--- src/rtl/xor_scan_acc_if.sv ---
// rtl/xor_scan_acc_if.sv - input/output valid-ready stream bundle for xor_scan_acc
interface xor_scan_acc_if #(
    parameter int W = 8
);
    logic         in_valid;
    logic         in_ready;
    logic [W-1:0] in_data;
    logic         out_valid;
    logic         out_ready;
    logic [W-1:0] out_data;
    logic         out_last;

    modport master (
        output in_valid, in_data, out_ready,
        input  in_ready, out_valid, out_data, out_last
    );

    modport slave (
        input  in_valid, in_data, out_ready,
        output in_ready, out_valid, out_data, out_last
    );
endinterface

--- src/rtl/xor_scan_acc.sv ---
// rtl/xor_scan_acc.sv - streaming XOR accumulator with scan and frame-checksum modes
module xor_scan_acc #(
    parameter int W         = 8,
    parameter int FRAME_LEN = 4,
    parameter int INCLUSIVE = 0
) (
    input  logic         clk,
    input  logic         rst,
    xor_scan_acc_if.slave s,
    input  logic         mode,
    input  logic         clr,
    output logic [W-1:0] acc
);
    localparam int CW = (FRAME_LEN > 1) ? $clog2(FRAME_LEN) : 1;
    localparam logic [CW-1:0] LAST = CW'(FRAME_LEN - 1);

    logic [CW-1:0] cnt;
    logic          mode_q;
    logic          out_valid_q;
    logic [W-1:0]  out_data_q;
    logic          out_last_q;

    logic          in_ready_c;
    logic          accept;
    logic          frame_end;
    logic          load;
    logic [W-1:0]  nxt;

    assign in_ready_c = !clr && (!out_valid_q || s.out_ready);
    assign accept     = s.in_valid && in_ready_c;
    assign nxt        = acc ^ s.in_data;
    assign frame_end  = mode_q && (cnt == LAST);
    // Scan mode produces a word per accept; frame mode only on the closing word.
    assign load       = accept && (!mode_q || frame_end);

    assign s.in_ready  = in_ready_c;
    assign s.out_valid = out_valid_q;
    assign s.out_data  = out_data_q;
    assign s.out_last  = out_last_q;

    always_ff @(posedge clk or negedge rst) begin
        if (!rst) begin
            acc         <= '0;
            cnt         <= '0;
            mode_q      <= 1'b0;
            out_valid_q <= 1'b0;
            out_data_q  <= '0;
            out_last_q  <= 1'b0;
        end else begin
            if (clr) begin
                acc    <= '0;
                cnt    <= '0;
                mode_q <= mode;
            end else if (accept) begin
                if (!mode_q) begin
                    acc <= nxt;
                end else if (frame_end) begin
                    acc <= '0;
                    cnt <= '0;
                end else begin
                    acc <= nxt;
                    cnt <= cnt + 1'b1;
                end
            end

            // A load on a release cycle simply overwrites, keeping out_valid high.
            if (load) begin
                out_valid_q <= 1'b1;
                out_last_q  <= mode_q;
                if (mode_q || (INCLUSIVE != 0))
                    out_data_q <= nxt;
                else
                    out_data_q <= acc;
            end else if (out_valid_q && s.out_ready) begin
                out_valid_q <= 1'b0;
            end
        end
    end
endmodule

--- src/flat_wrapper.sv ---
// flat-port wrapper written by rule: the top's interface ports become plain ports
module xor_scan_acc_flat 
#(
    parameter int W         = 8,
    parameter int FRAME_LEN = 4,
    parameter int INCLUSIVE = 0
)
  (clk, rst, mode, clr, acc, s_in_valid, s_in_data, s_out_ready, s_in_ready, s_out_valid, s_out_data, s_out_last);
  xor_scan_acc_if #(.W(W)) s_i ();
  input  logic clk;
  input  logic rst;
  input  logic mode;
  input  logic clr;
  output logic [W-1:0] acc;
  input wire logic [$bits(s_i.in_valid)-1:0] s_in_valid;
  input wire logic [$bits(s_i.in_data)-1:0] s_in_data;
  input wire logic [$bits(s_i.out_ready)-1:0] s_out_ready;
  output wire logic [$bits(s_i.in_ready)-1:0] s_in_ready;
  output wire logic [$bits(s_i.out_valid)-1:0] s_out_valid;
  output wire logic [$bits(s_i.out_data)-1:0] s_out_data;
  output wire logic [$bits(s_i.out_last)-1:0] s_out_last;
  assign s_i.in_valid = s_in_valid;
  assign s_i.in_data = s_in_data;
  assign s_i.out_ready = s_out_ready;
  assign s_in_ready = s_i.in_ready;
  assign s_out_valid = s_i.out_valid;
  assign s_out_data = s_i.out_data;
  assign s_out_last = s_i.out_last;
  xor_scan_acc #(.W(W), .FRAME_LEN(FRAME_LEN), .INCLUSIVE(INCLUSIVE)) u_core (.clk(clk), .rst(rst), .s(s_i), .mode(mode), .clr(clr), .acc(acc));
endmodule
--- config.mk ---
export PLATFORM = sky130hd
export DESIGN_NAME = xor_scan_acc_flat
export DESIGN_NICKNAME = d
export VERILOG_FILES = /design/src/rtl/xor_scan_acc_if.sv /design/src/rtl/xor_scan_acc.sv /design/src/flat_wrapper.sv
export SDC_FILE = /design/constraint.sdc
export NUM_CORES = 1
export LEC_CHECK = 0
export CAP_MARGIN = 30
export CORE_MARGIN = 10
export CORE_UTILIZATION = 41
export CTS_CLUSTER_SIZE = 25
export DETAILED_ROUTE_END_ITERATION = 10
export GPL_TIMING_DRIVEN = 0
export PLACE_DENSITY = 0.85
export RECOVER_POWER = 25
export SLEW_MARGIN = 20
export SYNTH_ARGS = -nofsm -noshare
export SYNTH_HDL_FRONTEND = slang
export SYNTH_SLANG_ARGS = --single-unit
--- constraint.sdc ---
create_clock -name clk -period 1.35 [get_ports clk]
set_input_delay 0.2025 -clock clk [delete_from_list [all_inputs] [get_ports clk]]
set_output_delay 0.2025 -clock clk [all_outputs]
set_load 0.02 [all_outputs]
Word level (Yosys, flattened, before mapping):

Index checks and enable logic that the tools add are counted.

* input bits: 14
* bits in registers: 21
* logic and storage cells: 34
* output and inout port bits: 19

* mux-type cells: 11
* add/sub/neg operators: 1
* reduce and logical (&&, ||, !) cells: 14
* bitwise gates (word level): 1
* eq/ne operators: 1

Operator list (number)
* 2-to-1 mux 8 bit: 5
* 2-to-1 mux 2 bit: 4
* XOR 8 bit: 1
* nonzero test 2 bit: 3
* logical AND 1 bit: 5
* zero test 1 bit: 3
* adder 2 x 1 -> 2 bit, second input constant: 1
* == test 2 bit, second input constant: 1
* logical OR 1 bit: 2
* 2-to-1 mux 1 bit: 2
* AND reduction 2 bit: 1

Longest topological paths before layout:

* depth in word-level cells: 6
* depth in mapped cells: 4

Worst setup path after synthesis:

Ideal clock, no wire load.

* path type: flip-flop to flip-flop
* from: register u_core.cnt[0]
* to: register u_core.out_data_q[0], in the netlist u_core.s.out_data[0]
* cell stages (with the launch flop): 5
* buffers on the path: 1
* slack: -37 ps
* library setup time: 125 ps
* arrival: 1262 ps
* data required time: 1225 ps
* cell sequence: dfrtp_1 -> ha_1 -> o2111a_1 -> buf_6 -> mux2_4

* longest elaborated chain between the ends: 4

Ends and longest elaborated chain
* start, declared: RTL line xor_scan_acc.sv:17 `logic [CW-1:0] cnt;`
* start signal, assigned: RTL line xor_scan_acc.sv:62 `cnt <= cnt + 1'b1;`
* == test 2 bit: RTL line xor_scan_acc.sv:32 `assign frame_end = mode_q && (cnt == LAST);`
* logical AND 1 bit: RTL line xor_scan_acc.sv:32
* logical OR 1 bit: RTL line xor_scan_acc.sv:34 `assign load = accept && (!mode_q || frame_end);`
* logical AND 1 bit: RTL line xor_scan_acc.sv:34
* end signal, assigned: RTL line xor_scan_acc.sv:71 `out_data_q <= nxt;`
* end, declared: RTL line xor_scan_acc.sv:20 `logic [W-1:0] out_data_q;`

Every way passes these cells.
A chain may end at the register's enable or synchronous reset.

Final worst setup path:

* from: register u_core.out_valid_q, in the netlist u_core.s.out_valid
* to: register u_core.out_data_q[5], in the netlist u_core.s.out_data[5]

* longest elaborated chain between the ends: 5

Ends and longest elaborated chain
* start, declared: RTL line xor_scan_acc.sv:19 `logic out_valid_q;`
* start signal, assigned: RTL line xor_scan_acc.sv:46 `out_valid_q <= 1'b0;`
* start signal, assigned: RTL line xor_scan_acc.sv:68 `out_valid_q <= 1'b1;`
* start signal, assigned: RTL line xor_scan_acc.sv:75 `out_valid_q <= 1'b0;`
* zero test 1 bit: RTL line xor_scan_acc.sv:29 `assign in_ready_c = !clr && (!out_valid_q || s.out_ready);`
* logical OR 1 bit: RTL line xor_scan_acc.sv:29
* logical AND 1 bit: RTL line xor_scan_acc.sv:29
* logical AND 1 bit: RTL line xor_scan_acc.sv:30 `assign accept = s.in_valid && in_ready_c;`
* logical AND 1 bit: RTL line xor_scan_acc.sv:34

Every way passes these cells.

==> impl_results.md <==
- EDFF count, synth: 0
- Syn_nets: between 100 and 150
- Syn Area/Cell: roughly 11 um^2
- XOR/XNOR Fraction of Synth Area: 0.0653
- Sequential power share: 0.447
- Final setup fails: 17
- Crit path cell chain: buf_6 > buf_6 > nand2b_4 > o2111a_1 > buf_6 > mux2_4
- Final Hold Vio Count: 0
- Largest net degree at the start of global routing: 22
- Post-synthesis cell type count: 26
- R2R depth: 6
- Rel. slew slack: 0.620
- PD cells: 1050 mW/mm^2
- FP Rows: 18
- Synth top area cells: dfrtp_1, mux2_4, nand2_1
- Worst Slack Setup Final: -177 ps
- Reg-to-Reg Start: u_core.s.out_valid
- Most used DFF post-synth: dfrtp_1
- Overall routed net length: 3220 um
- WL/cell: 17.8 um
- Num ports: 33
- ANT nets after route: 0
- P&R area growth vs syn: 55.7%
- Finished Layout Cells: ~180
- MaxCap Viol Count: 0
- Antenna violations before repair: 0
- Worst skew pair latency: 300 ps
- Status: complete, but fails checks
- Psw: 577 uW
- Critical Path Start Type: register
- Comb pwr share: 0.380
- Sequential area share after synthesis: 0.490
- Final net count: 167
- Port Buffer Count: 32
- Worst-path fanout max: 5
- Data required, critical path: 1540 ps
- Fillers: about 190
- DRT Pass-1 Iters: 4
- H-tree depth: 1
- Synthesized area: 0.00107 mm^2
- WP data arrival: about 1700 ps
- Fin Clk Skew: between 3 and 4 ps
- Crit Path Class: reg -> reg
- CTS sink cnt: 21
- Crit end category: register
- Synth Warn #: 0
- Via count: about 1000
- Adder-cell share of the synthesized area: 0.0117
- Detail Placement HPWL: 2040 um
- Crit path buffers/inverters: 3
- CP peak stage delay: around 420 ps
- Core area: about 0.0025 mm^2
- GRT Total Usage: 0.112
- Grt ovf: 0
- Horiz. Die Dim: 71.2 um
- Synthesis-stage register bit count: 21
- Max-slew violation count: 0
- Number of global-route vias before repair: about 980
- Clock Power Share: 0.173
- Post-Syn Instances: roughly 100
- Crit-path slowest cell: dfrtp_2
- Reg2reg end: u_core.s.out_data[5]
- Top delay family on crit path: flip-flops
- Synth cell count leaders: dfrtp_1, nand2_1
- Fmax: around 0.65 GHz
- Worst-Margin Slew: roughly 570 ps
- Antenna Cells: 0
- RePlAce Congestion: 0.782
- Global-route wire length before repair: between 4000 and 5000 um
- Longest Clk Path Bufs: 2
- Final min period: ~1500 ps
- Area leader, netlist: dfrtp_1
- Die area: 0.00507 mm^2
- Flop2flop setup slack: -180 ps
- Switch share: 0.329
- CTS tree: yes
- Post-route DRC: 0
- Layout cells sized above 1: 0.351
- Simple-Gate Fraction of Synth Area: 0.153
- Multi-input logic area: approximately 610 um^2
- Post-route clock period utilization: 1.13
- Most frequent CP cell: buf_6
- Vias/cell: ~5.5
- Clock-pin transition on the worst setup and hold timing paths: around 120 ps
- Critical path depth in cells: 6
- Placed Instances: between 150 and 200
- Register area: approximately 530 um^2
- Compound-Gate Fraction of Synth Area: 0.115
- VDD IR max: approximately 560 uV
- Largest family of logic cells by synthesized area: simple AND/OR/NAND/NOR gates
- Post-synthesis mux area share: 0.132
- Core Util, Final: 0.675
- Power after layout: 1.75 mW
- Clk root buf: clkbuf_4
- RSZ-0062 raised after global routing: true
- Post-synth ARST share: 1.00
- Static Leakage: ~0.8 nW
- HP Class: in -> async
- Failing checks: setup timing
- Num CTS Buffers: 3
- 1st-iter DRT viols: 56
- Most frequent cell after synthesis: dfrtp_1
- Chip height: 71.2 um
- Starting Density: 0.433
- Pint: 1.18 mW
- Synth top area share: 0.490
==> cells by family after synthesis <==
group,after synthesis
and+or+nand+nor,34
AOI/OAI and AO/OA,21
DFF,21
muxes,10
xor gates and xnor gates,8
buffers and inverters,6
adders and majority gates,1
==> metrics by stage <==
stage | instance area [um^2] | worst slack, ps | hold WS, ps | TNS, ps
2_1_floorplan | 1080 | 11.2 | -93.1 | 0
3_3_place_gp | 1440 | -744 | 494 | -5290
3_5_place_dp | 1440 | -757 | 501 | -6890
4_1_cts | 1510 | -225 | 454 | -718
5_1_grt | 1670 | -201 | 368 | -2420
6_report | 1670 | -177 | 319 | -1690
==> repair_timing <==
item | 4_1_cts | 5_1_grt
endpoints found under the setup margin | 28 | 20
buffers inserted | 5 | 8
gates cloned | 1 | 0
hold buffers | 0 | 0
resized for setup | 29 | 30
pin swaps | 5 | 9
==> cells in the final DEF, fill, tap and decap left out <==
master,count
nor3_1,1
dfrtp_2,1
and3_4,1
clkdlybuf4s15_1,1
dlygate4sd3_1,1
clkinv_2,1
nor2_4,1
ha_2,1
o21ai_1,6
nand2_1,19
buf_4,9
o2111a_1,1
dlygate4sd2_1,17
or2_4,1
mux2_4,9
buf_6,9
dfrtp_1,20
xnor2_1,8
a41o_4,1
a41oi_2,2
o21ai_0,3
inv_2,1
clkbuf_4,3
or3_4,3
or3_1,5
inv_1,1
and2b_2,1
mux2i_1,1
a21oi_1,1
a21oi_2,7
clkdlybuf4s50_1,12
and2b_1,1
nand2b_4,1
buf_2,1
==> state kept, by name, summed over array words and instances, names as in the netlist <==
register            count
u_core.acc              8
u_core.cnt              2
u_core.mode_q           1
u_core.s.out_last       1
u_core.s.out_data       8
u_core.s.out_valid      1
==> area by class of cell <==
class	count	area share
Multi-Input combinational cell	74	0.365
Clock inverter	1	0.00299
Inverter	2	0.00449
Buffer	4	0.0210
Timing Repair Buffer	46	0.256
Tap cell	30	0.0225
Sequential cell	21	0.315
Clock buffer	3	0.0135
==> metal layers <==
layer	vias up	wire length, um	track usage
met4	0	70	0.0452
met5	-	0	0
met2	47	1570	0.188
met3	6	261	0.0293
li1	454	-	-
met1	492	1320	0.130
==> power by group through the flow <==
stage / Combinational [mW] / Clock [mW] / Sequential, mW
floorplan: 0.230 / 0 / 0.905
global placement: 0.617 / 0 / 0.794
CTS: 0.595 / 0.312 / 0.782
detailed placement: 0.629 / 0 / 0.802
finish: 0.666 / 0.304 / 0.785
global route: 0.713 / 0.338 / 0.797
==> how the worst max path moves through the flow <==
| stage | slack (ps) | from | to |
|---|---|---|---|
| final | -180 | u_core.s.out_valid | u_core.s.out_data[5] |
| after global routing | -200 | u_core.s.out_valid | u_core.s.out_data[0] |
| after CTS | -220 | u_core.s.out_valid | s_in_ready |
| after detailed placement | -760 | s_out_ready | s_in_ready |
| after global placement | -740 | s_out_ready | s_in_ready |
| after floorplan | 10 | u_core.cnt[0] | u_core.s.out_data[0] |
(Power assumes the default switching activity.)
